<file path="src/rtl/a2d_pkg.sv">
// rtl/a2d_pkg.sv - shared states, channel numbers and command-format constants for a2d_sched
package a2d_pkg;

    localparam logic [2:0] ST_IDLE = 3'd0;
    localparam logic [2:0] ST_CMD  = 3'd1;
    localparam logic [2:0] ST_GAP  = 3'd2;
    localparam logic [2:0] ST_READ = 3'd3;
    localparam logic [2:0] ST_DONE = 3'd4;

    localparam logic [2:0] CH_LFT   = 3'd0;
    localparam logic [2:0] CH_RGHT  = 3'd4;
    localparam logic [2:0] CH_STEER = 3'd5;
    localparam logic [2:0] CH_BATT  = 3'd6;

    localparam logic [1:0]  CMD_PREFIX = 2'b00;
    localparam logic [10:0] CMD_PAD    = 11'h000;
    localparam logic [15:0] CMD_READ   = 16'h0000;

    function automatic logic [2:0] chan_of(input logic [1:0] idx);
        case (idx)
            2'd0:    return CH_LFT;
            2'd1:    return CH_RGHT;
            2'd2:    return CH_STEER;
            default: return CH_BATT;
        endcase
    endfunction

    function automatic logic [15:0] conv_cmd(input logic [2:0] ch);
        return {CMD_PREFIX, ch, CMD_PAD};
    endfunction

    // Running average, summed at 13 bits so the carry survives before the halving.
    function automatic logic [11:0] ld_avg(input logic [11:0] old_val, input logic [11:0] samp);
        logic [12:0] sum;
        sum = {1'b0, old_val} + {1'b0, samp};
        return sum[12:1];
    endfunction

endpackage

</file>
<file path="src/rtl/a2d_tmo_cnt.sv">
// rtl/a2d_tmo_cnt.sv - 16-bit SPI response timeout counter with terminal-count flag
module a2d_tmo_cnt
    import a2d_pkg::*;
#(
    parameter int TMO_CYC = 4096
) (
    input  logic clk,
    input  logic rst,
    input  logic clr,
    input  logic en,
    output logic tc
);

    logic [15:0] cnt;

    always_ff @(posedge clk) begin
        if (rst || clr) begin
            cnt <= 16'h0000;
        end else if (en) begin
            cnt <= cnt + 16'd1;
        end
    end

    assign tc = (cnt == 16'(TMO_CYC - 1));

endmodule

</file>
<file path="src/rtl/a2d_sched.sv">
// rtl/a2d_sched.sv - four-channel A2D sweep scheduler over a shared SPI master; A2D_LD_FILT_EN averages load channels
module a2d_sched
    import a2d_pkg::*;
#(
    parameter int GAP_CYC = 2,
    parameter int TMO_CYC = 4096
) (
    input  logic        clk,
    input  logic        rst,
    input  logic        nxt,
    output logic        spi_snd,
    output logic [15:0] spi_cmd,
    input  logic        spi_done,
    input  logic [15:0] spi_rd,
    output logic [11:0] lft_ld,
    output logic [11:0] rght_ld,
    output logic [11:0] steer_pot,
    output logic [11:0] batt,
    output logic        all_vld,
    output logic        busy,
    output logic        a2d_err
);

    logic [2:0]  state;
    logic [1:0]  idx;
    logic [3:0]  gap_cnt;
    logic        issue;
    logic        waiting;
    logic        tmo_tc;
    logic        gap_end;
    logic [11:0] sample;
    logic [11:0] lft_next;
    logic [11:0] rght_next;
    logic [3:0]  unused_rd_hi;

    assign sample       = spi_rd[11:0];
    assign unused_rd_hi = spi_rd[15:12];

`ifdef A2D_LD_FILT_EN
    assign lft_next  = ld_avg(lft_ld, sample);
    assign rght_next = ld_avg(rght_ld, sample);
`else
    assign lft_next  = sample;
    assign rght_next = sample;
`endif

    assign waiting = (state == ST_CMD) || (state == ST_READ);
    assign gap_end = (state == ST_GAP) && (gap_cnt == 4'(GAP_CYC - 1));
    assign spi_cmd = (state == ST_CMD) ? conv_cmd(chan_of(idx)) : CMD_READ;

    // Every transition that launches a transaction; also restarts the timeout window.
    assign issue = ((state == ST_IDLE) && nxt) || gap_end ||
                   ((state == ST_READ) && spi_done && (idx != 2'd3));

    a2d_tmo_cnt #(.TMO_CYC(TMO_CYC)) u_tmo (
        .clk (clk),
        .rst (rst),
        .clr (issue),
        .en  (waiting),
        .tc  (tmo_tc)
    );

    always_ff @(posedge clk) begin
        if (rst) begin
            state     <= ST_IDLE;
            idx       <= 2'd0;
            gap_cnt   <= 4'd0;
            spi_snd   <= 1'b0;
            all_vld   <= 1'b0;
            busy      <= 1'b0;
            a2d_err   <= 1'b0;
            lft_ld    <= 12'h000;
            rght_ld   <= 12'h000;
            steer_pot <= 12'h000;
            batt      <= 12'h000;
        end else begin
            spi_snd <= issue;
            all_vld <= 1'b0;
            a2d_err <= 1'b0;
            case (state)
                ST_IDLE: begin
                    if (nxt) begin
                        idx   <= 2'd0;
                        busy  <= 1'b1;
                        state <= ST_CMD;
                    end
                end
                ST_CMD: begin
                    if (spi_done) begin
                        gap_cnt <= 4'd0;
                        state   <= ST_GAP;
                    end else if (tmo_tc) begin
                        a2d_err <= 1'b1;
                        busy    <= 1'b0;
                        state   <= ST_IDLE;
                    end
                end
                ST_GAP: begin
                    if (gap_end) begin
                        gap_cnt <= 4'd0;
                        state   <= ST_READ;
                    end else begin
                        gap_cnt <= gap_cnt + 4'd1;
                    end
                end
                ST_READ: begin
                    if (spi_done) begin
                        case (idx)
                            2'd0:    lft_ld    <= lft_next;
                            2'd1:    rght_ld   <= rght_next;
                            2'd2:    steer_pot <= sample;
                            default: batt      <= sample;
                        endcase
                        if (idx != 2'd3) begin
                            idx   <= idx + 2'd1;
                            state <= ST_CMD;
                        end else begin
                            all_vld <= 1'b1;
                            state   <= ST_DONE;
                        end
                    end else if (tmo_tc) begin
                        a2d_err <= 1'b1;
                        busy    <= 1'b0;
                        state   <= ST_IDLE;
                    end
                end
                ST_DONE: begin
                    busy  <= 1'b0;
                    state <= ST_IDLE;
                end
                default: state <= ST_IDLE;
            endcase
        end
    end

endmodule

</file>
<file path="config.mk">
export PLATFORM = sky130hd
export DESIGN_NAME = a2d_sched
export DESIGN_NICKNAME = d
export VERILOG_FILES = /design/src/rtl/a2d_pkg.sv /design/src/rtl/a2d_tmo_cnt.sv /design/src/rtl/a2d_sched.sv
export SDC_FILE = /design/constraint.sdc
export NUM_CORES = 1
export LEC_CHECK = 0
export CAP_MARGIN = 30
export CORE_MARGIN = 5
export CORE_UTILIZATION = 25
export DETAILED_ROUTE_END_ITERATION = 10
export HOLD_SLACK_MARGIN = 0.12
export PLACE_DENSITY = 0.56
export SETUP_SLACK_MARGIN = 0.5
export SLEW_MARGIN = 20
export SYNTH_ARGS = -nofsm -noshare
export SYNTH_HDL_FRONTEND = slang
export SYNTH_SLANG_ARGS = --single-unit
</file>
<file path="constraint.sdc">
create_clock -name clk -period 2 [get_ports clk]
set_clock_uncertainty 0.2 [all_clocks]
set_input_delay 0.4 -clock clk [delete_from_list [all_inputs] [get_ports clk]]
set_output_delay 0.4 -clock clk [all_outputs]
set_load 0.05 [all_outputs]
</file>
==> impl_metrics.csv <==
group,metric,value,unit
yosys,synthCells,399,
job,cap_violations,0,
clock_network,clk_pin_slew,60,ps
clock_network,clk_latency,340,ps
grt,grt_overflow_total,0,
pwr,leakage,0.00209,uW
yosys,seq_area_frac_synth,0.464,
layout,diodes,0,
routing,drt-initial-drc-count,150,
yosys,synth-simple-area-share,0.283,
pwr,switching_share,0.282,
layout,final_area,6480,um^2
yosys,ys_ff_latch,77,
grt,antenna_found_initial,0,
routing,vias,3335,
min_path,holdPathEnd,"batt[9]",
layout,fillCellCount,1125,
yosys,synth-compound-area-share,0.117,
grt,grt_pass1_wl,16000,um
floorplan,die_x,125,um
timing,min_period,1960,ps
pwr,finalPower,3550,uW
yosys,syn_area,3320,um^2
pwr,clockPowerShare,0.440,
pwr,switchingPower,1000,uW
yosys,synth.mux.area_fraction,0,
critical_path,critPathKind,"flip-flop to flip-flop",
routing,first_pass_iters,4,
yosys,synth_xor_area_frac,0.0290,
critical_path,rr_startpoint,"state[2]",
clock_network,cts_tree,"yes",
outcome,outcome,"finished, final reports clean",
critical_path,r2r_cells,7,
floorplan,dieArea,15700,um^2
clock_network,cts_buffer_depth,2,
yosys,synth_edf_count,0,
routing,via_per_inst,4.80,
floorplan,num_rows,42,
grt,grt_start_max_net_pins,62,
pwr,power.internal,2550,uW
min_path,hp-class,"flip-flop to flip-flop",
timing,fmax,509,MHz
routing,wl,12000,um
critical_path,worstSetupStartpointType,"flip-flop",
critical_path,cp.arrival,1990,ps
grt,grt_pass1_vias,3041,
place,dpl_cell_area,4220,um^2
timing,worst_pin_slew,498,ps
critical_path,crit_path_max_fanout,8,
clock_network,numCtsBuffers,9,
critical_path,worstPathRequired,2020,ps
timing,hold_violations,0,
floorplan,die_height,125,um
place,routabilityCongestion,0.818,
yosys,synthDistinctLibCells,39,
critical_path,end_kind,"flip-flop",
timing,finalSetupViolCount,0,
min_path,min_from,"batt[9]",
yosys,synth_ff_type,"dfxtp_1",
clock_network,root_buffer,"clkbuf_16",
critical_path,r2r_slack,40,ps
floorplan,io_pins,88,
layout,drive_gt1_frac,0.703,
timing,hold_ws,261,ps
timing,fin_crit_sh,0.982,
yosys,synth_warnings,0,
layout,area_delta_synth_final,95.1,%
layout,layout.nets,542,
yosys,postSynth.asyncResetShare,0,
pwr,power_frac_comb,0.121,
floorplan,core-area,13100,um^2
pwr,p_per_area,548,nW/um^2
timing,slew_headroom,0.667,
timing,drv_slew,0,
place,port_buffers,70,
pwr,vdd_drop_max,357,uV
clock_network,htree_levels,3,
floorplan,initial_utilization,0.253,
routing,route.detailed.drc,0,
clock_network,clock-sinks,77,
yosys,synth.avg_cell_area,8.33,um^2
routing,wl_per_cell,17.2,um
critical_path,timing.rr.end,"u_tmo.cnt[0]",
pwr,p_seq_frac,0.439,
min_path,hold_path_depth,2,
layout,final_cells,695,
yosys,synth_top_family_by_area,"simple AND/OR/NAND/NOR gates",
routing,ant_nets,0,
layout,utilization,0.493,
grt,grtUsageTotal,0.127,
place,dp_cells,634,
yosys,synth_fa_ha_area_frac,0.0301,
place,hpwl,6600,um
timing,rsz0062_at_grt,"yes",
==> Yosys cell counts (4+ instances only) <==
cell	n	area (um^2)
clkbuf_1	16	60.1
nor2_1	20	75.1
nand2b_1	4	25.0
xnor2_1	4	35.0
nor4_1	4	25.0
buf_4	16	120
xor2_1	7	61.3
nor3_1	7	35.0
nor3b_1	5	37.5
ha_1	8	100
or3_1	4	25.0
inv_1	5	18.8
nand2_1	61	229
dfxtp_1	77	1540
nand3_1	53	265
o21ai_0	4	20.0
a21oi_1	61	305
nand4_1	6	37.5
buf_2	6	30.0
==> flip-flops by register name (all words and copies together) (netlist names), 2 cells and up <==
signal,flops
idx,2
batt,12
rght_ld,12
u_tmo.cnt,16
gap_cnt,4
lft_ld,12
state,3
steer_pot,12
==> cell type report <==
cell class / instances / area (um^2) / share of cell area
clock inverters: 7 / 58.8 / 0.00908
inverters: 5 / 23.8 / 0.00367
flip-flops and latches: 77 / 1630 / 0.252
repair buffers: 130 / 1590 / 0.245
well taps: 176 / 220 / 0.0340
multi-input cells: 291 / 2730 / 0.422
clock buffers: 9 / 225 / 0.0348
==> timing repair <==
action / in CTS / in global routing
resized for setup: 107 / 279
setup buffers: 16 / 19
endpoints found under the setup margin: 100 / 110
pin swaps: 29 / 72
gates cloned: 7 / 3
hold buffers: 0 / 0
==> per-layer routing <==
layer,track usage,vias up,part of all wire
met5,0,-,0
met4,0.0644,0,0.033
met3,0.0247,27,0.032
met2,0.205,72,0.51
met1,0.161,1637,0.42
li1,-,1599,-
==> cell usage in the layout (no fill, tap or decap), drive strengths merged, types with 2 or more instances in the layout <==
master / count
or3b: 2
nand3: 53
conb: 13
ha: 8
nand2: 63
and4: 2
and4b: 2
inv: 7
nand4b: 3
clkbuf: 12
nor4: 4
clkdlybuf4s50: 12
nor2: 20
and2: 2
dlygate4sd2: 2
xnor2: 4
clkinv: 4
or4: 2
xor2: 7
a21oi: 63
nor3b: 5
buf: 113
o31ai: 2
dfxtp: 77
or3: 4
nand2b: 4
nand4: 6
a211oi: 2
nor3: 7
nor2b: 2
o21ai: 4
and3: 2
==> power by group through the flow <==
stage | Clock [uW] | Combinational, uW | Sequential (uW)
floorplan | 0 | 194 | 1620
global placement | 0 | 277 | 1600
detailed placement | 0 | 280 | 1600
CTS | 1600 | 323 | 1570
global route | 1660 | 448 | 1560
finish | 1560 | 428 | 1560
==> critical path: stages, from the launching register on <==
cell and delay [ps]:
dfxtp_2 330, buf_4 130, buf_6 110, or3b_4 420, nor4b_4 240, or3_4 210, clkbuf_16 180, nor2_2 40
==> per-stage QoR <==
stage / TNS (ps) / worst slack [ps]
after floorplan: 0 / 219
after detailed placement: -8400 / -170
after global placement: -7340 / -143
after global routing: -117 / -16.9
final: 0 / 35.5
after CTS: 0 / 29.5
==> cells by family after synthesis <==
| family | count (synthesis) |
|---|---|
| and+or+nand+nor | 184 |
| DFF | 77 |
| AOI/OAI and AO/OA | 73 |
| buffers and inverters | 45 |
| xor gates and xnor gates | 11 |
| adders and majority gates | 8 |
| other | 1 |
==> worst max path at each step <==
stage	from	end	slack, ps	cells after the start
detailed placement	spi_done	rght_ld[8]	-170	7
global placement	spi_done	rght_ld[11]	-140	7
floorplan	state[2]	u_tmo.cnt[15]	220	6
finish	state[2]	u_tmo.cnt[0]	40	7
CTS	state[2]	spi_cmd[12]	30	4
global route	state[2]	spi_cmd[12]	-20	4
Note: power is estimated with default switching activity, not from simulation.
